--- config.mk ---
export PLATFORM = sky130hd
export DESIGN_NAME = itof_pipe
export DESIGN_NICKNAME = d
export VERILOG_FILES = /design/src/rtl/itof_pipe.sv
export SDC_FILE = /design/constraint.sdc
export NUM_CORES = 1
export LEC_CHECK = 0
export CORE_MARGIN = 2
export CORE_UTILIZATION = 40
export DETAILED_ROUTE_END_ITERATION = 10
export PLACE_DENSITY = 0.6
export SLEW_MARGIN = 20
export SYNTH_ARGS = -nofsm -noshare
export SYNTH_HDL_FRONTEND = slang
export SYNTH_SLANG_ARGS = --single-unit
--- constraint.sdc ---
create_clock -name clk -period 3.5 [get_ports clk]
set_input_delay 0.875 -clock clk [delete_from_list [all_inputs] [get_ports clk]]
set_output_delay 0.875 -clock clk [all_outputs]
set_load 0.02 [all_outputs]
--- src/rtl/itof_pipe.sv ---
// Three-stage signed 32-bit integer to IEEE-754 single-precision converter.
// Stage 1 takes the magnitude, stage 2 normalises, stage 3 rounds to nearest-even.
module itof_pipe (
    input  logic        clk,
    input  logic        rst,
    input  logic        stall,
    input  logic        valid_in,
    input  logic [31:0] x,
    output logic [31:0] y,
    output logic        valid_out
);

    logic        s1_sign_reg;
    logic [31:0] s1_mag_reg;
    logic        s1_valid_reg;

    logic [4:0]  s2_pos_reg;
    logic [31:0] s2_norm_reg;
    logic        s2_zero_reg;
    logic        s2_sign_reg;
    logic        s2_valid_reg;

    logic [31:0] mag_next;
    logic [4:0]  pos_next;
    logic [31:0] norm_next;

    logic [23:0] sig;
    logic        guard;
    logic        sticky;
    logic        inc;
    logic [24:0] sum;
    logic [7:0]  exp_next;
    logic [22:0] frac_next;
    logic [31:0] y_next;

    // Two's-complement negate; -2^31 maps naturally to 0x80000000.
    assign mag_next = x[31] ? (~x + 32'd1) : x;

    always_comb begin
        pos_next = 5'd0;
        for (int i = 0; i < 32; i++) begin
            if (s1_mag_reg[i]) pos_next = 5'(i);
        end
    end

    assign norm_next = s1_mag_reg << (5'd31 - pos_next);

    assign sig    = s2_norm_reg[31:8];
    assign guard  = s2_norm_reg[7];
    assign sticky = |s2_norm_reg[6:0];
    assign inc    = guard & (sticky | sig[0]);
    assign sum    = {1'b0, sig} + {24'd0, inc};

    // A carry out of the significand leaves 1.000..., so only the exponent moves.
    assign exp_next  = 8'd127 + {3'd0, s2_pos_reg} + {7'd0, sum[24]};
    assign frac_next = sum[24] ? 23'd0 : sum[22:0];
    assign y_next    = s2_zero_reg ? 32'd0 : {s2_sign_reg, exp_next, frac_next};

    always_ff @(posedge clk) begin
        if (rst) begin
            s1_sign_reg  <= 1'b0;
            s1_mag_reg   <= 32'd0;
            s1_valid_reg <= 1'b0;
            s2_pos_reg   <= 5'd0;
            s2_norm_reg  <= 32'd0;
            s2_zero_reg  <= 1'b1;
            s2_sign_reg  <= 1'b0;
            s2_valid_reg <= 1'b0;
            y            <= 32'd0;
            valid_out    <= 1'b0;
        end else if (!stall) begin
            s1_sign_reg  <= x[31];
            s1_mag_reg   <= mag_next;
            s1_valid_reg <= valid_in;
            s2_pos_reg   <= pos_next;
            s2_norm_reg  <= norm_next;
            s2_zero_reg  <= (s1_mag_reg == 32'd0);
            s2_sign_reg  <= s1_sign_reg;
            s2_valid_reg <= s1_valid_reg;
            y            <= y_next;
            valid_out    <= s2_valid_reg;
        end
    end

endmodule

# == Word level (Yosys, flattened, before mapping) ==
# Index checks and enable logic that the tools add are counted.
# op_classes
n_addsub,5
shift,1
n_mux,34
bitwise,3
n_reduce_logical,2
# ops
operator,n
two-way mux 5 bit,30
two-way mux 32 bit,2
"adder 32 x 1 -> 32 bit, second input constant",1
logical NOT 32 bit,1
NOT 32 bit,1
<< shifter 32 x 5 -> 32 bit,1
adder 24 x 1 -> 25 bit,1
two-way mux 23 bit,1
"adder 7 x 5 -> 8 bit, first input constant",1
adder 8 x 1 -> 8 bit,1
OR reduction 7 bit,1
"subtractor 5 bit, first input constant",1
bitwise AND 1 bit,1
two-way mux 1 bit,1
OR 1 bit,1
# word_totals
reg_bits,107
output_inout_bits,33

# == Depth between registers and ports, before layout ==
# Gate-level depths: netlist of the first run.
# logic_depth
ltp_word,33
ltp_mapped,13
ltp_nobuf,13

# == Worst setup path after synthesis of the first run ==
# Ideal clock, no wire load.
# synth_path
kind,input port to flip-flop
startpoint,in x[4]
endpoint,reg s1_mag_reg[28]
setup_ns,0.122
arrival_time_ns,2.917
required_ns,3.378
slack_ns,0.461
cell_stages,7
cell_sequence,nor4_1 > nand4b_1 > nand2b_1 > or4b_2 > o31ai_1 > xor2_1 > o21ai_0
# synth_between
elab_chain_cells,3
# synth_rtl
item,line,text
from (decl),8,"input logic [31:0] x,"
NOT 32 bit,37,assign mag_next = x[31] ? (~x + 32'd1) : x;
adder 32 x 1 -> 32 bit,37,
two-way mux 32 bit,37,
to (signal assigned),73,s1_mag_reg <= mag_next;
to (decl),14,logic [31:0] s1_mag_reg;
# Every way passes these cells.
# A chain may end at the register's enable or synchronous reset.

# == Final worst setup path of the first run ==
# layout_path
startpoint,reg s1_mag_reg[20]
endpoint,reg s2_norm_reg[26]
# layout_between
elab_chain_cells,14
# layout_rtl
item,line,text
two-way mux 5 bit (12 in a row),42,if (s1_mag_reg[i]) pos_next = 5'(i);
subtractor 5 bit,46,assign norm_next = s1_mag_reg << (5'd31 - pos_next);
<< shifter 32 x 5 -> 32 bit *,46,
to (signal assigned),76,s2_norm_reg <= norm_next;
to (decl),18,logic [31:0] s2_norm_reg;
# Mark *: on every way between the ends. The rest lies on a longest branch, timed or not.

==> results of run 1 <==
==> metal layers <==
metal  vias up  global-route usage [%]  wire length [µm]  part of all wire, %
met5         -                       0                 0                    0
met4         0                    5.61               305                  1.7
met3        20                    3.12               831                  4.5
met2       172                    34.0              8450                   46
met1      2932                    29.4              8850                   48
li1       3189                       -                 -                    -
==> through the flow <==
step	setup slack (ns)	hold slack, ns	total power, mW	cells
after floorplan	0.461	0.440	2.32	831
after global placement	0.0940	0.453	2.73	1117
after detailed placement	0.0838	0.456	2.74	1117
after CTS	0.203	0.468	3.77	1133
after global routing	0.0596	0.486	3.96	1134
final	0.288	0.467	3.76	1134
==> worst min-delay path: stages, from the launching register on <==
cell and delay (ns):
dfxtp_1 0.31, nand2_1 0.06, a21oi_1 0.06
==> layout by cell type (no fill, tap or decap), types with 32 or more instances in the layout <==
| master | instances |
|---|---|
| nand2_1 | 53 |
| nand3_1 | 32 |
| buf_4 | 50 |
| mux2i_1 | 62 |
| a21oi_1 | 41 |
| nor2_1 | 130 |
| a22oi_1 | 36 |
| clkdlybuf4s50_1 | 66 |
| dfxtp_1 | 107 |
==> synthesized netlist by cell type, types with 12 or more instances <==
| library cell | number | share of area [%] |
|---|---|---|
| dfxtp_1 | 107 | 32 |
| xnor2_1 | 30 | 3.9 |
| xor2_1 | 23 | 3.0 |
| nand2b_1 | 14 | 1.3 |
| o21ai_0 | 30 | 2.2 |
| mux2i_1 | 62 | 9.3 |
| nand2_1 | 53 | 3.0 |
| clkbuf_1 | 36 | 2.0 |
| nor4_1 | 12 | 1.1 |
| inv_1 | 13 | 0.73 |
| a22oi_1 | 36 | 4.0 |
| nand3_1 | 32 | 2.4 |
| a21oi_1 | 42 | 3.1 |
| nor2_1 | 130 | 7.3 |
| nor3_1 | 22 | 1.6 |
| mux2_2 | 13 | 2.2 |
==> layout make-up <==
cell class	instances	area (µm²)	area share (%)
well taps	220	275	3.40
multi-input cells	661	4300	53.0
flip-flops and latches	107	2140	26.4
clock buffers	9	225	2.78
repair buffers	117	1040	12.8
inverters	13	48.8	0.602
clock inverters	7	75.1	0.926
==> final timing paths <==
check / from / end / slack, ns / cells past startpoint
setup / recovery: s1_mag_reg[20] / s2_norm_reg[26] / 0.29 / 8
hold / removal: s2_norm_reg[4] / s2_norm_reg[4] / 0.47 / 2
setup reg to reg: s1_mag_reg[20] / s2_norm_reg[26] / 0.29 / 8
hold reg to reg: s2_norm_reg[4] / s2_norm_reg[4] / 0.47 / 2
==> kinds of logic after synthesis <==
kind of cell | Yosys count | synth area share [%]
buffers and inverters | 64 | 4.06
XOR/XNOR | 53 | 6.94
multiplexers | 76 | 11.7
adder cells (fa/ha/maj) | 4 | 0.748
flip-flops | 107 | 32.0
AO/OA/AOI/OAI | 200 | 21.2
AND/OR/NAND/NOR | 327 | 23.3
==> power by group <==
part	switching, mW	internal [mW]
logic	0.727	0.567
clock network	0.520	0.510
registers	0.120	1.31
==> out/metrics.csv, run 1 <==
stage;metric;value;unit
status;status;completed;
clock_network;h-tree-depth;3;
clock_network;post_cts_resized;0;
sta;skew;0.0154;ns
yosys;seq_area_frac_synth;32.0;%
placement;hpwl;13.8;mm
yosys;synth_seq_cells;107;
detailed_routing;wl_per_cell;16.3;µm
pwr;p_leak;3.12;nW
clock_network;cts_root_buf;clkbuf_16;
die;start_util;40.6;%
die;ios;69;
placement;placed_cell_area;0.00780;mm²
run;maxCapViolCount;0;
clock_network;cts_tree;yes;
sta;relSlewSlack;44.0;%
placement;gp_congestion;0.895;
worst_setup_path;cp-end-kind;register;
detailed_routing;totalWireLength;18.4;mm
worst_setup_path;crit_slowest_cell;a21oi_2;
clock_network;cts.sinks;107;
die;fp.dieH;133;µm
sta;hold_violations;0;
sta;timing.final.crit_share;91.8;%
global_route;grt_max_degree;62;
clock_network;hold_buffers;0;
pwr;p_per_area;464;mW/mm²
clock_network;clk_pin_slew;0.08;ns
yosys;synth_ff_type;dfxtp_1;
detailed_routing;vias;6313;
detailed_routing;ant_nets;0;
clock_network;clockBufferDepth;2;
worst_setup_path;cp-start-kind;register;
final_layout;diodes;0;
placement;portBuffers;68;
final_layout;fin_area;0.00811;mm²
global_route;grt_usage;21.0;%
yosys;synthArstFlopShare;0;%
yosys;synth_edf_count;0;
die;die_w;133;µm
final_layout;final_util;49.2;%
sta;setup-tns-final;0;ns
sta;setup_viol;0;
sta;slew_violations;0;
global_route;grt.overflow.total;0;
global_route;grt_antenna_before_repair;0;
yosys;syn-cell-area;0.00669;mm²
die;core;0.0165;mm²
clock_network;post_cts_buffers;0;
yosys;postSynthAreaPerCell;8.05;µm²
yosys;yosys_warnings;0;
worst_setup_path;crit_type;register to register;
pwr;ir_drop;253;µV
detailed_routing;drc;0;
detailed_routing;via_per_inst;5.57;
sta;worst_slew_pin_slew;0.838;ns
yosys;synth_nets;871;
detailed_routing;drtPass1Iterations;5;
worst_setup_path;max_stage_delay;0.71;ns
worst_setup_path;crit_arrival;3.44;ns
worst_setup_path;worstPathRequired;3.73;ns
global_route;grt_pass1_wl;30.4;mm
worst_setup_path;critPathMaxFanout;13;
final_layout;area_growth;21.1;%
yosys;ys_types;69;
sta;fmax;0.311;GHz
worst_hold_path;hp-class;register to register;
final_layout;nNetsFinal;949;
final_layout;layout-drive-gt1-share;11.1;%
detailed_routing;drt_iter0_markers;457;
die;dieArea;0.0178;mm²
clock_network;clk_latency;0.36;ns
worst_setup_path;crit_top_cell;mux2i_1;
final_layout;fillers;1654;
yosys;synthCells;831;
worst_setup_path;path_cells;nor4_1, a21boi_0, a21oi_2, mux2i_1, mux2i_1, mux2_2, a221oi_1, nand3_1;
sta;fin_crit;3.21;ns
worst_setup_path;path_delay_family;compound AO/OA/AOI/OAI gates;
clock_network;cts_buffers;9;
worst_setup_path;crit_buf_inv;0;
global_route;grt_pass1_vias;5842;
sta;rsz0062_at_grt;no;
die;num_rows;47;
No activity file was read; power rests on OpenSTA's default activity.
==> inputs of run 2 (changes only) <==
Settings changed: CORE_UTILIZATION 40 to 30, PLACE_DENSITY 0.6 to 0.48.
==> run 2 against run 1 <==
Compared with the run above: sequential cell count unchanged; fmax down 4.1%; combinational power up 7%; cell count up 7.1%; hold slack worse by 0.0013 ns; sequential power about the same; highest routed layer unchanged; largest cell class unchanged; core utilization down 11 points; critical path type unchanged.
==> out/metrics.csv, run 2 (synthesis gave the netlist of run 1 again) <==
stage;metric;value;unit;change
status;status;completed;;
die;start_util;30.6;%;-10 points
worst_setup_path;setup.worst_path.end;s2_norm_reg[29];;
clock_network;clockBufferDepth;2;;unchanged
final_layout;layout-drive-gt1-share;12.8;%;+1.8 points
final_layout;diodes;0;;unchanged
placement;hpwl;15.4;mm;+12%
die;die_w;153;µm;+15%
global_route;grt_max_degree;67;;+8.1%
clock_network;cts.sinks;107;;unchanged
pwr;ir_drop;235;µV;-7.2%
clock_network;cts_tree;yes;;
detailed_routing;vias;6372;;+0.93%
worst_setup_path;crit_arrival;3.59;ns;+0.15 ns
die;fp.dieH;153;µm;+15%
final_layout;stdcell_count;1214;;+7.1%
sta;fmax;0.299;GHz;-4.1%
sta;setup-tns-final;0;ns;unchanged
placement;gp_congestion;0.866;;-3.2%
final_layout;final_common_cell;nor2_1;;
die;ios;69;;unchanged
worst_setup_path;critPathMaxFanout;20;;+7
worst_setup_path;reg2reg_to;s2_norm_reg[29];;
final_layout;area_growth;24.8;%;
worst_setup_path;crit_start;s1_mag_reg[24];;
sta;fin_ws;0.152;ns;-0.136 ns
final_layout;final_util;38.1;%;-11 points
clock_network;hold_buffers;0;;unchanged
sta;slew_violations;0;;unchanged
placement;pre_cts_slack;0.0198;ns;-0.0640 ns
final_layout;nNetsFinal;969;;+2.1%
die;num_rows;54;;+15%
worst_setup_path;max_stage_delay;0.88;ns;+0.17 ns
clock_network;h-tree-depth;3;;unchanged
detailed_routing;totalWireLength;20.4;mm;+11%
detailed_routing;drc;0;;unchanged
placement;portBuffers;68;;unchanged
worst_setup_path;cp-end-kind;register;;
detailed_routing;drt_iter0_markers;412;;-9.8%
sta;relSlewSlack;27.9;%;-16 points
pwr;p_per_area;457;mW/mm²;-1.4%
sta;rsz0062_at_grt;no;;
placement;dp_cells;1195;;+7.0%
global_route;grt_pass1_vias;6223;;+6.5%
detailed_routing;drtPass1Iterations;5;;unchanged
worst_setup_path;r2r_cells;8;;unchanged
die;dieArea;0.0235;mm²;+32%
die;core;0.0219;mm²;+33%
worst_setup_path;worstPathRequired;3.75;ns;+0.02 ns
worst_setup_path;crit_type;register to register;;
detailed_routing;wl_per_cell;16.8;µm;+3.4%
sta;worst_slew_pin_slew;1.08;ns;+0.242 ns
sta;setup_viol;0;;unchanged
clock_network;cts_buffers;9;;unchanged
worst_setup_path;crit_slowest_cell;nor2_2;;
global_route;grt_antenna_before_repair;0;;unchanged
worst_setup_path;r2r-start;s1_mag_reg[24];;
detailed_routing;via_per_inst;5.25;;-5.7%
run;maxCapViolCount;0;;unchanged
sta;hold_ws;0.466;ns;-0.00133 ns
pwr;p_leak;3.23;nW;+3.4%
worst_setup_path;path_cells;nor4_1, o221a_2, nor2_1, nor2_2, mux2_4, a32oi_1, o2111ai_1, a221o_1;;
clock_network;clk_pin_slew;0.08;ns;about the same
sta;fin_crit;3.35;ns;+0.136 ns
sta;timing.final.crit_share;95.6;%;+3.9 points
clock_network;cts_root_buf;clkbuf_16;;
clock_network;clk_latency;0.37;ns;about the same
worst_setup_path;cp-start-kind;register;;
sta;hold_violations;0;;unchanged
worst_setup_path;r2r_setup_slack;0.15;ns;-0.14 ns
sta;skew;0.0109;ns;-0.00451 ns
detailed_routing;ant_nets;0;;unchanged
worst_hold_path;hp-class;register to register;;
global_route;grt.overflow.total;0;;unchanged
global_route;grt_usage;17.4;%;-3.6 points
final_layout;final_cell_mix;nor2_1 (130), dfxtp_1 (107), buf_4 (68);;
global_route;grt_pass1_wl;33.5;mm;+10%
## run 2: changes by cell type in the layout (fill, tap and decap cells not counted)
| cell | change |
|---|---|
| buf_4 | +18 |
| buf_12 | +2 |
| inv_6 | -2 |
| a21oi_2 | -1 |
| a21oi_4 | +1 |
| clkbuf_1 | +1 |
| clkinv_4 | +1 |
| clkinv_8 | -1 |
| clkinvlp_4 | +1 |
## run 2: area by class of cell
cell class | instances | area (µm²)
fill | 2366 | 13500
multi-input combinational | 661 | 4310
clock buffer | 10 | 229
tap | 280 | 350
inverter | 13 | 48.8
sequential | 107 | 2140
clock inverter | 6 | 57.6
timing repair buffer | 137 | 1220
## run 2: power by group
group,internal (mW),switching [mW]
clock,0.500,0.512
combinational,0.610,0.772
sequential,1.31,0.109
total,2.42,1.39
## run 2: how the worst min path moves through the flow
| stage | from | to | slack [ns] | cells after the start |
|---|---|---|---|---|
| final | s2_norm_reg[4] | s2_norm_reg[4] | 0.47 | 2 |
| after global routing | s2_norm_reg[4] | s2_norm_reg[4] | 0.50 | 2 |
| after CTS | s2_norm_reg[4] | s2_norm_reg[4] | 0.47 | 2 |
| after detailed placement | s2_norm_reg[4] | s2_norm_reg[4] | 0.46 | 2 |
| after global placement | y[30] | y[30] | 0.45 | 2 |
| after floorplan | s2_norm_reg[3] | s2_norm_reg[3] | 0.44 | 2 |
## run 2: metrics by stage
stage	area, µm²	power (mW)
2_1_floorplan	6690	2.32
3_3_place_gp	8020	2.80
3_5_place_dp	8020	2.80
4_1_cts	8310	3.83
5_1_grt	8350	4.04
6_report	8350	3.82
## run 2: repair_timing
action	4_1_cts	5_1_grt
setup endpoints to repair	0	15
gates resized for setup	0	1
setup buffers	0	2
## run 2: layer usage
layer	global-route usage (%)	vias to the layer above	share of wire (%)
met5	0	-	0
met1	23.9	2968	50
li1	-	3249	-
met3	1.96	23	2.8
met2	28.1	132	45
met4	6.77	0	2.4
## run 2: critical path: cells and delay by family, from the launching register on
family,cells,cell delay [ns]
AOI/OAI and AO/OA,4,1.08
and+or+nand+nor,3,1.41
muxes,1,0.35
DFF,1,0.38
==> inputs of run 3 (changes only) <==
Settings changed: ABC_AREA set to 1, PLACE_DENSITY 0.48 to 0.47.
==> run 3 against run 2 <==
Compared with the run above: design area increased by 5.1%; synthesized cell count increased by 35%; hold slack got worse by 0.0043 ns; synthesized area increased by 4.3%; critical endpoint is now y[27].
==> out/metrics.csv, run 3 <==
stage;metric;value;unit;change
worst_setup_path;critPathMaxFanout;3;;-85%
sta;timing.final.crit_share;95.5;%;-0.13 points
sta;fin_crit;3.34;ns;-0.00447 ns
clock_network;cts_root_buf;clkbuf_16;;
yosys;synth_compound_area_share;14.0;%;-7.2 points
yosys;syn-cell-area;0.00698;mm²;+4.3%
yosys;synth_nets;1162;;+33%
final_layout;final_util;38.6;%;+0.49 points
detailed_routing;via_per_inst;4.99;;-5.0%
placement;gp_congestion;0.876;;+1.2%
yosys;synth_seq_cells;107;;unchanged
final_layout;final_common_cell;nand2_1;;
die;ios;69;;unchanged
detailed_routing;drt_iter0_markers;539;;+31%
sta;setup_viol;0;;unchanged
yosys;synth-xor-area-share;2.13;%;-4.8 points
worst_setup_path;r2r-start;s2_norm_reg[7];;
yosys;yosysTopAreaCell;dfxtp_1;;
die;num_rows;55;;+1.9%
final_layout;final_cell_mix;nand2_1 (253), nand3_1 (221), inv_1 (122);;
yosys;synth-simple-area-share;41.2;%;+18 points
yosys;synth_top_family_by_area;simple AND/OR/NAND/NOR gates;;
final_layout;layout-drive-gt1-share;12.1;%;-0.77 points
global_route;grt.overflow.total;0;;unchanged
final_layout;stdcell_count;1486;;+22%
worst_setup_path;crit_start;s2_norm_reg[7];;
detailed_routing;wl_per_cell;14.3;µm;-15%
yosys;synth_ff_type;dfxtp_1;;
worst_hold_path;hp-class;register to register;;
detailed_routing;totalWireLength;21.2;mm;+3.8%
final_layout;seqCellArea;0.00215;mm²;+0.18%
worst_setup_path;worstPathRequired;3.77;ns;+0.02 ns
yosys;synth.most_common_cell;nand2_1;;
final_layout;multiInputGateArea;0.00426;mm²;-1.1%
detailed_routing;vias;7408;;+16%
clock_network;clk_latency;0.36;ns;about the same
sta;hold_violations;0;;unchanged
worst_setup_path;cp-start-kind;register;;
yosys;seq_area_frac_synth;30.7;%;-1.3 points
clock_network;cts.sinks;107;;unchanged
die;die_w;156;µm;+2.1%
placement;portBuffers;68;;unchanged
worst_setup_path;reg2reg_to;y[27];;
clock_network;h-tree-depth;3;;unchanged
global_route;grt_pass1_vias;7032;;+13%
worst_setup_path;crit_type;register to register;;
yosys;synthCells;1122;;+35%
final_layout;fillers;2515;;+6.3%
yosys;synth_edf_count;0;;unchanged
pwr;p_leak;3.79;nW;+18%
worst_hold_path;whs_path_depth;2;;unchanged
worst_hold_path;hp-start;y[3];;
detailed_routing;wl_met1;10.4;mm;+2.8%
final_layout;nNetsFinal;1236;;+28%
yosys;synth_area_leaders;dfxtp_1 (31%), nand3_1 (16%), nand2_1 (14%), inv_1 (6.9%), a21oi_1 (6.6%);;
sta;slew_violations;0;;unchanged
pwr;power;3.80;mW;-0.48%
worst_setup_path;cp-end-kind;register;;
worst_setup_path;crit_arrival;3.61;ns;+0.02 ns
sta;hold_ws;0.461;ns;-0.00431 ns
final_layout;diodes;0;;unchanged
yosys;synthMuxAreaShare;0;%;-12 points
yosys;synthArstFlopShare;0;%;unchanged
global_route;grt_max_degree;76;;+13%
final_layout;area_growth;25.8;%;
pwr;ir_drop;239;µV;+1.8%
detailed_routing;route.top_layer_used;met4;;
yosys;synth.top_cell.area_share;30.7;%;-1.3 points
worst_hold_path;hold_path_end;y[3];;
yosys;ys_types;51;;-26%
yosys;yosys_warnings;0;;unchanged
status;status;completed;;
sta;fmax;0.299;GHz;+0.13%
die;start_util;30.7;%;+0.15 points
clock_network;clk_pin_slew;0.08;ns;about the same
run;maxCapViolCount;0;;unchanged
die;core;0.0227;mm²;+3.7%
detailed_routing;ant_nets;0;;unchanged
clock_network;cts_tree;yes;;
detailed_routing;drtPass1Iterations;6;;+1
sta;relSlewSlack;29.3;%;+1.4 points
worst_setup_path;r2r_cells;26;;+18
placement;hpwl;15.4;mm;-0.42%
die;fp.dieH;156;µm;+2.1%
sta;setup-tns-final;0;ns;unchanged
die;dieArea;0.0245;mm²;+4.2%
detailed_routing;wl_met2;9.59;mm;+4.0%
placement;pre_cts_slack;-0.392;ns;-0.411 ns
clock_network;clockBufferDepth;2;;unchanged
global_route;grt_usage;17.9;%;+0.44 points
detailed_routing;wl_met3;582;µm;+2.3%
yosys;synth_commonest_cells;nand2_1 (256), nand3_1 (223), inv_1 (128);;
clock_network;cts_buffers;9;;unchanged
yosys;postSynthAreaPerCell;6.22;µm²;-23%
sta;worst_slew_pin_slew;1.06;ns;-0.0208 ns
worst_setup_path;r2r_setup_slack;0.16;ns;about the same
sta;fin_ws;0.157;ns;+0.00447 ns
detailed_routing;drc;0;;unchanged
sta;rsz0062_at_grt;yes;;
pwr;p_per_area;433;mW/mm²;-5.3%
final_layout;fin_area;0.00877;mm²;+5.1%
placement;placed_cell_area;0.00817;mm²;+1.9%
sta;skew;0.0105;ns;-0.000419 ns
yosys;synthAdderAreaFrac;0.717;%;-0.031 points
global_route;grt_pass1_wl;35.4;mm;+5.7%
global_route;grt_antenna_before_repair;0;;unchanged
placement;dp_cells;1466;;+23%
==> run 3: cell count changes after synthesis, moves of 50 or more <==
cell and change:
a21oi_1 +50, mux2i_1 -62, nor2_1 -55, inv_1 +115, nand2_1 +203, nand3_1 +191
==> run 3: layer usage <==
| metal | track usage, % | vias up |
|---|---|---|
| li1 | - | 3881 |
| met1 | 24.0 | 3380 |
| met2 | 29.4 | 118 |
| met3 | 2.35 | 29 |
| met4 | 6.29 | 0 |
| met5 | 0 | - |
==> run 3: cell families after synthesis <==
logic type / count (synthesis)
AOI/OAI and AO/OA: 173
and+or+nand+nor: 624
adders and majority gates: 4
DFF: 107
buffers and inverters: 197
xor gates and xnor gates: 17
==> run 3: critical path, stage by stage, from the launching register on <==
cell	delay, ns
dfxtp_2	0.34
nand2_2	0.06
inv_2	0.07
ha_4	0.14
nand2_4	0.06
nor2_4	0.11
nand4_4	0.09
nor3_2	0.17
inv_1	0.08
nor3_2	0.18
inv_2	0.07
nor2_4	0.10
inv_2	0.06
nor2_4	0.11
and3_4	0.20
nand4_4	0.07
or3b_4	0.41
nor2_4	0.12
nand3_4	0.10
ha_4	0.18
ha_4	0.16
inv_4	0.06
nor3_4	0.04
nand2_2	0.08
o211ai_1	0.08
nand2_1	0.06
inv_1	0.04
==> run 3: repair_timing <==
action                     4_1_cts  5_1_grt
pin swaps                        5       23
setup buffers                    0        5
setup endpoints to repair        5       51
hold buffers                     0        0
gates resized for setup         11       50
==> run 3: worst max-delay path by stage <==
stage	endpoint	slack, ns	depth (start not counted)
final	y[27]	0.16	26
after global routing	y[27]	-0.08	26
after CTS	y[27]	0.009	26
after detailed placement	s1_mag_reg[30]	-0.39	20
after global placement	s1_mag_reg[30]	-0.37	20
after floorplan	y[27]	0.29	26
==> run 3: cell type report <==
class | count | share of cell area, %
Clock buffer | 10 | 2.72
Clock inverter | 6 | 1.23
Inverter | 136 | 5.88
Multi-Input combinational cell | 818 | 48.5
Sequential cell | 107 | 24.5
Tap cell | 285 | 4.06
Timing Repair Buffer | 124 | 13.1
==> run 3: power breakdown <==
| group | total (mW) | leakage (nW) | internal, mW | switching [mW] |
|---|---|---|---|---|
| clock network | 1.19 | 0.169 | 0.665 | 0.521 |
| logic | 1.21 | 2.74 | 0.428 | 0.778 |
| registers | 1.41 | 0.880 | 1.31 | 0.0939 |
